<file path="src/rtl/seq_mult_unit_if.sv">
// rtl/seq_mult_unit_if.sv - start/busy/done operand and result bundle for seq_mult_unit
interface seq_mult_unit_if #(
    parameter int WIDTH = 16
);
    logic                   start;
    logic [WIDTH-1:0]       data_in;
    logic                   busy;
    logic                   done;
    logic                   eqz;
    logic [2*WIDTH-1:0]     product;

    modport master (
        output start,
        output data_in,
        input  busy,
        input  done,
        input  eqz,
        input  product
    );

    modport slave (
        input  start,
        input  data_in,
        output busy,
        output done,
        output eqz,
        output product
    );
endinterface

</file>
<file path="src/rtl/seq_mult_unit.sv">
// rtl/seq_mult_unit.sv - repeated-addition unsigned multiplier, A then B on a shared bus
// Optional operand swap (fewest iterations) under MULT_SWAP_EN.
module seq_mult_unit #(
    parameter int WIDTH = 16
) (
    input  logic          clk,
    input  logic          rst_n,
    seq_mult_unit_if.slave bus
);
    typedef enum logic [1:0] {
        S_IDLE = 2'd0,
        S_LDB  = 2'd1,
        S_RUN  = 2'd2,
        S_DONE = 2'd3
    } state_t;

    state_t               state_q;
    logic [WIDTH-1:0]     a_q;
    logic [WIDTH-1:0]     b_q;
    logic [2*WIDTH-1:0]   p_q;
    logic                 busy_q;
    logic                 done_q;

    logic [WIDTH-1:0]     a_load_d;
    logic [WIDTH-1:0]     b_load_d;
    logic [WIDTH-1:0]     b_dec_d;
    logic [2*WIDTH-1:0]   p_sum_d;
    logic                 eqz;

    assign eqz     = (b_q == '0);
    assign b_dec_d = b_q - 1'b1;
    // At most 2^WIDTH-1 additions of a WIDTH-bit value, so 2*WIDTH bits never wrap.
    assign p_sum_d = p_q + {{WIDTH{1'b0}}, a_q};

`ifdef MULT_SWAP_EN
    logic swap;
    // Keep the smaller operand in the counter so the loop runs min(A,B) times.
    assign swap     = (bus.data_in > a_q);
    assign a_load_d = swap ? bus.data_in : a_q;
    assign b_load_d = swap ? a_q : bus.data_in;
`else
    assign a_load_d = a_q;
    assign b_load_d = bus.data_in;
`endif

    always_ff @(posedge clk or negedge rst_n) begin
        if (!rst_n) begin
            state_q <= S_IDLE;
            a_q     <= '0;
            b_q     <= '0;
            p_q     <= '0;
            busy_q  <= 1'b0;
            done_q  <= 1'b0;
        end else begin
            case (state_q)
                S_IDLE: begin
                    done_q <= 1'b0;
                    if (bus.start) begin
                        a_q     <= bus.data_in;
                        busy_q  <= 1'b1;
                        state_q <= S_LDB;
                    end
                end
                S_LDB: begin
                    a_q     <= a_load_d;
                    b_q     <= b_load_d;
                    p_q     <= '0;
                    state_q <= S_RUN;
                end
                S_RUN: begin
                    if (eqz) begin
                        busy_q  <= 1'b0;
                        done_q  <= 1'b1;
                        state_q <= S_DONE;
                    end else begin
                        p_q <= p_sum_d;
                        b_q <= b_dec_d;
                    end
                end
                S_DONE: begin
                    done_q  <= 1'b0;
                    state_q <= S_IDLE;
                end
                default: begin
                    busy_q  <= 1'b0;
                    done_q  <= 1'b0;
                    state_q <= S_IDLE;
                end
            endcase
        end
    end

    assign bus.busy    = busy_q;
    assign bus.done    = done_q;
    assign bus.eqz     = eqz;
    assign bus.product = p_q;
endmodule

</file>
<file path="src/flat_wrapper.sv">
// flat-port wrapper written by rule: the top's interface ports become plain ports
module seq_mult_unit_flat 
#(
    parameter int WIDTH = 16
)
  (clk, rst_n, bus_start, bus_data_in, bus_busy, bus_done, bus_eqz, bus_product);
  seq_mult_unit_if #(.WIDTH(WIDTH)) bus_i ();
  input  logic clk;
  input  logic rst_n;
  input wire logic [$bits(bus_i.start)-1:0] bus_start;
  input wire logic [$bits(bus_i.data_in)-1:0] bus_data_in;
  output wire logic [$bits(bus_i.busy)-1:0] bus_busy;
  output wire logic [$bits(bus_i.done)-1:0] bus_done;
  output wire logic [$bits(bus_i.eqz)-1:0] bus_eqz;
  output wire logic [$bits(bus_i.product)-1:0] bus_product;
  assign bus_i.start = bus_start;
  assign bus_i.data_in = bus_data_in;
  assign bus_busy = bus_i.busy;
  assign bus_done = bus_i.done;
  assign bus_eqz = bus_i.eqz;
  assign bus_product = bus_i.product;
  seq_mult_unit #(.WIDTH(WIDTH)) u_core (.clk(clk), .rst_n(rst_n), .bus(bus_i));
endmodule
</file>
<file path="config.mk">
export PLATFORM = sky130hd
export DESIGN_NAME = seq_mult_unit_flat
export DESIGN_NICKNAME = d
export VERILOG_FILES = /design/src/rtl/seq_mult_unit_if.sv /design/src/rtl/seq_mult_unit.sv /design/src/flat_wrapper.sv
export SDC_FILE = /design/constraint.sdc
export NUM_CORES = 1
export LEC_CHECK = 0
export CORE_MARGIN = 2
export CORE_UTILIZATION = 30
export DETAILED_ROUTE_END_ITERATION = 10
export GPL_TIMING_DRIVEN = 0
export SKIP_LAST_GASP = 1
export SLEW_MARGIN = 20
export SYNTH_ARGS = -nofsm -noshare
export SYNTH_HDL_FRONTEND = slang
export SYNTH_SLANG_ARGS = --single-unit
export TNS_END_PERCENT = 5
</file>
<file path="constraint.sdc">
create_clock -name clk -period 3.45 [get_ports clk]
set_input_delay 0.345 -clock clk [delete_from_list [all_inputs] [get_ports clk]]
set_output_delay 0.345 -clock clk [all_outputs]
set_load 0.005 [all_outputs]
</file>
==> out/results.txt <==
Status: complete, no violations
Worst slew margin: 40.6%
Fill count: 1,397
Number of flops mapped to enable cells by yosys: 0
Post-synthesis sequential area ratio: 40.7%
First-pass GRT wire length: 19.1 mm
Largest cells by area after synthesis: dfrtp_1, ha_1, mux2_2
Max-slew violation count: 0
Vias/cell: 5.38
CP Max Fanout: 8
Final Hold Viols: 0
Logic pwr share: 54.0%
Die area: 0.0149 mm2
Row count: 43
Sequential share of power: 28.1%
Fraction of registers with async set/reset: 100%
Via count: 3,729
Sw Ratio: 44.1%
RD Place Congestion: 0.847
GRT Util Overall: 16.6%
Initial antenna violation count: 0
Synthesis-to-finish area growth: 25.9%
Pwr/cell area: 950 mW/mm2
Internal power: 2790 uW
Clock transition at the registers of the reported paths: 0.06 ns
Crit path capture type: flop
Clock power share: 17.9%
CP Data Required Time: 3.70 ns
CTS tree: done
Die Ht: 122 um
Warnings from Yosys: 0
Pre-Repair DR Iteration Count: 5
Final Util: 38.3%
Clock buffer count from CTS: 9
Initial DRC Count: 264
Final setup vio count: 0
Buffers on Ports: 53
Clk_lat worst skew: 0.33 ns
Max-capacitance violation count: 0
VDD IR max: 0.298 mV
Mapped Cells: 442
H-tree level count: 3
CP startpoint kind: flop
Fin worst setup slack: 0.459 ns
Leakage: 0.00217 uW
HPWL after detailed placement: 8.86 mm
Top Usage Layer GRT: met2
Commonest non-fill, non-tap cells in the layout: dfrtp_1, clkdlybuf4s50_1, nand2_1, a21oi_1, o21ai_0
Crit path cell chain: ha_1 -> inv_1 -> fa_1 -> and2b_4 -> o31ai_2 -> a2111oi_1 -> nor3_1 -> or4_1 -> a21oi_1
Mean Syn Cell Area: 9.45 um2
Post-cts resize count: 0
RSZ-0062 raised after global routing: false
M1 GR Usage: 23.6%
Final Non-Filler Cells: 693
Critical path arrival: 3.24 ns
Slowest stage cell, crit path: a2111oi_1
Dpl cells: 676
Crit share post-route: 86.7%
Post-route ant nets: 0
F_max: 334 MHz
Max Clock Skew: 0.00652 ns
Post-Syn Area: 0.00418 mm2
Fin nets: 549
Most common cell after layout, fill and taps aside: dfrtp_1
WS Path Type: reg2reg
Flop-to-flop setup slack: 0.46 ns
Antenna cells: 0
Share of Yosys cell area claimed by the top area cell type: 40.7%
Die X: 122 um
CP peak stage delay: 0.56 ns
Layout cells sized above 1: 10.7%
Initial core utilization: 30.5%
P_sw: 2210 uW
DRC: 0
CTS Sinks: 68
Pin count of the biggest net entering global routing: 54
Post-route minimum period: 2.99 ns
Slew of the pin with the lowest slew margin: 0.884 ns
Gr ovfl total: 0
Syn nets: 483
Top cell type by total area after synthesis: dfrtp_1
Io pins: 54
GRT met2 Usage: 25.6%
Core area: 0.0137 mm2
Worst slack, placed: 0.346 ns
WL per Instance: 17.1 um
HP Class: in2async
Yosys cell types: 62
Number of global-route vias before repair: 3,601
Maximum buffer depth of the clock tree: 2
CTS Root Cell: clkbuf_16
Top FF cell, synth: dfrtp_1
DRT Wirelength: 11.9 mm
#FFs+latches synth: 68
GR Util met3: 3.00%
==> registers in the layout, summed over array words and instances (netlist names) <==
name,flops
u_core.bus.product,32
u_core.a_load_d,16
u_core.b_q,16
u_core.state_q,2
u_core.bus.busy,1
u_core.bus.done,1
==> per-layer routing <==
metal | up-vias | wire length [um]
li1 | 1786 | -
met1 | 1830 | 5720
met2 | 98 | 5350
met3 | 15 | 588
met4 | 0 | 214
met5 | - | 0
==> path summary, 6_finish.rpt <==
check | from | to | cells after the start
min in group clk | u_core.a_load_d[5]$_DFFE_PN0P_ | u_core.a_load_d[5]$_DFFE_PN0P_ | 1
worst max register to register | u_core.bus.product[0]$_DFFE_PN0P_ | u_core.bus.product[30]$_DFFE_PN0P_ | 9
max in group asynchronous | rst_n | u_core.b_q[6]$_DFFE_PN0P_ | 3
worst min register to register | u_core.a_load_d[5]$_DFFE_PN0P_ | u_core.a_load_d[5]$_DFFE_PN0P_ | 1
worst min-delay path | rst_n | u_core.a_load_d[10]$_DFFE_PN0P_ | 2
worst max-delay path | u_core.bus.product[0]$_DFFE_PN0P_ | u_core.bus.product[30]$_DFFE_PN0P_ | 9
==> cells in the mapped netlist, types with 2 or more instances <==
master,n
ha_1,21
nand2b_1,5
clkbuf_1,14
nor3b_1,3
o21ai_0,31
a31o_2,3
nor2b_1,10
o311ai_0,2
mux2_2,18
a21oi_1,35
inv_1,16
or3_1,6
o22ai_1,2
buf_2,4
a21o_1,7
dfrtp_1,68
o21a_1,4
a221o_1,3
nand4_1,9
nor3_1,9
nor4_1,4
xnor2_1,5
and3_1,2
o2111ai_1,2
o211ai_1,7
and4b_1,2
nor2_1,23
nand3_1,20
or4_1,3
mux2i_1,8
a22oi_1,3
nand2_1,36
xor2_1,7
a21boi_0,2
o41ai_1,3
a211oi_1,8
o31ai_1,9
a31oi_1,4
==> through the flow <==
step | hold WS [ns] | setup TNS (ns) | area, um2 | power [uW]
floorplan | 0.0494 | 0 | 4180 | 3210
global route | 0.449 | 0 | 5260 | 5410
finish | 0.422 | 0 | 5260 | 5000
detailed placement | 0.232 | 0 | 4960 | 4080
CTS | 0.421 | 0 | 5250 | 4990
global placement | 0.493 | -27.57 | 4930 | 3990
==> cell type report <==
cell class	instances	area, um2	area share (%)
Clock buffer	10	229	4.35
Multi-Input combinational cell	339	2340	44.5
Clock inverter	6	55.1	1.05
Tap cell	180	225	4.28
Buffer	19	83.8	1.59
Timing Repair Buffer	55	566	10.8
Sequential cell	68	1700	32.4
Inverter	16	60.1	1.14
==> timing repair <==
| item | 4_1_cts | 5_1_grt |
|---|---|---|
| hold buffers | 1 | 0 |
| hold endpoints to repair | 15 | 0 |
| endpoints found under the setup margin | 0 | 0 |
| buffers inserted | 0 | 0 |
==> power by group through the flow <==
stage	sequential, uW	combinational, uW	clock (uW)
final	1410	2700	893
after global routing	1450	3030	942
after CTS	1410	2670	911
after detailed placement	1420	2660	0
after global placement	1400	2580	0
after floorplan	1330	1890	0
==> cell families after synthesis <==
logic type / after synthesis / share of synthesized area, %
AND/OR/NAND/NOR: 143 / 18.5
AO/OA/AOI/OAI: 136 / 21.3
flip-flops: 68 / 40.7
buffers and inverters: 35 / 3.44
multiplexers: 26 / 6.77
adder cells (fa/ha/maj): 22 / 6.77
XOR/XNOR: 12 / 2.51
==> critical path: cells and delay by family (launching register included) <==
| family | cells | cell delay (ns) |
|---|---|---|
| flip-flops | 1 | 0.37 |
| AO/OA/AOI/OAI | 3 | 0.81 |
| adder cells (fa/ha/maj) | 2 | 0.56 |
| buffers and inverters | 1 | 0.05 |
| AND/OR/NAND/NOR | 3 | 1.12 |
No activity file was read; power rests on OpenSTA's default activity.
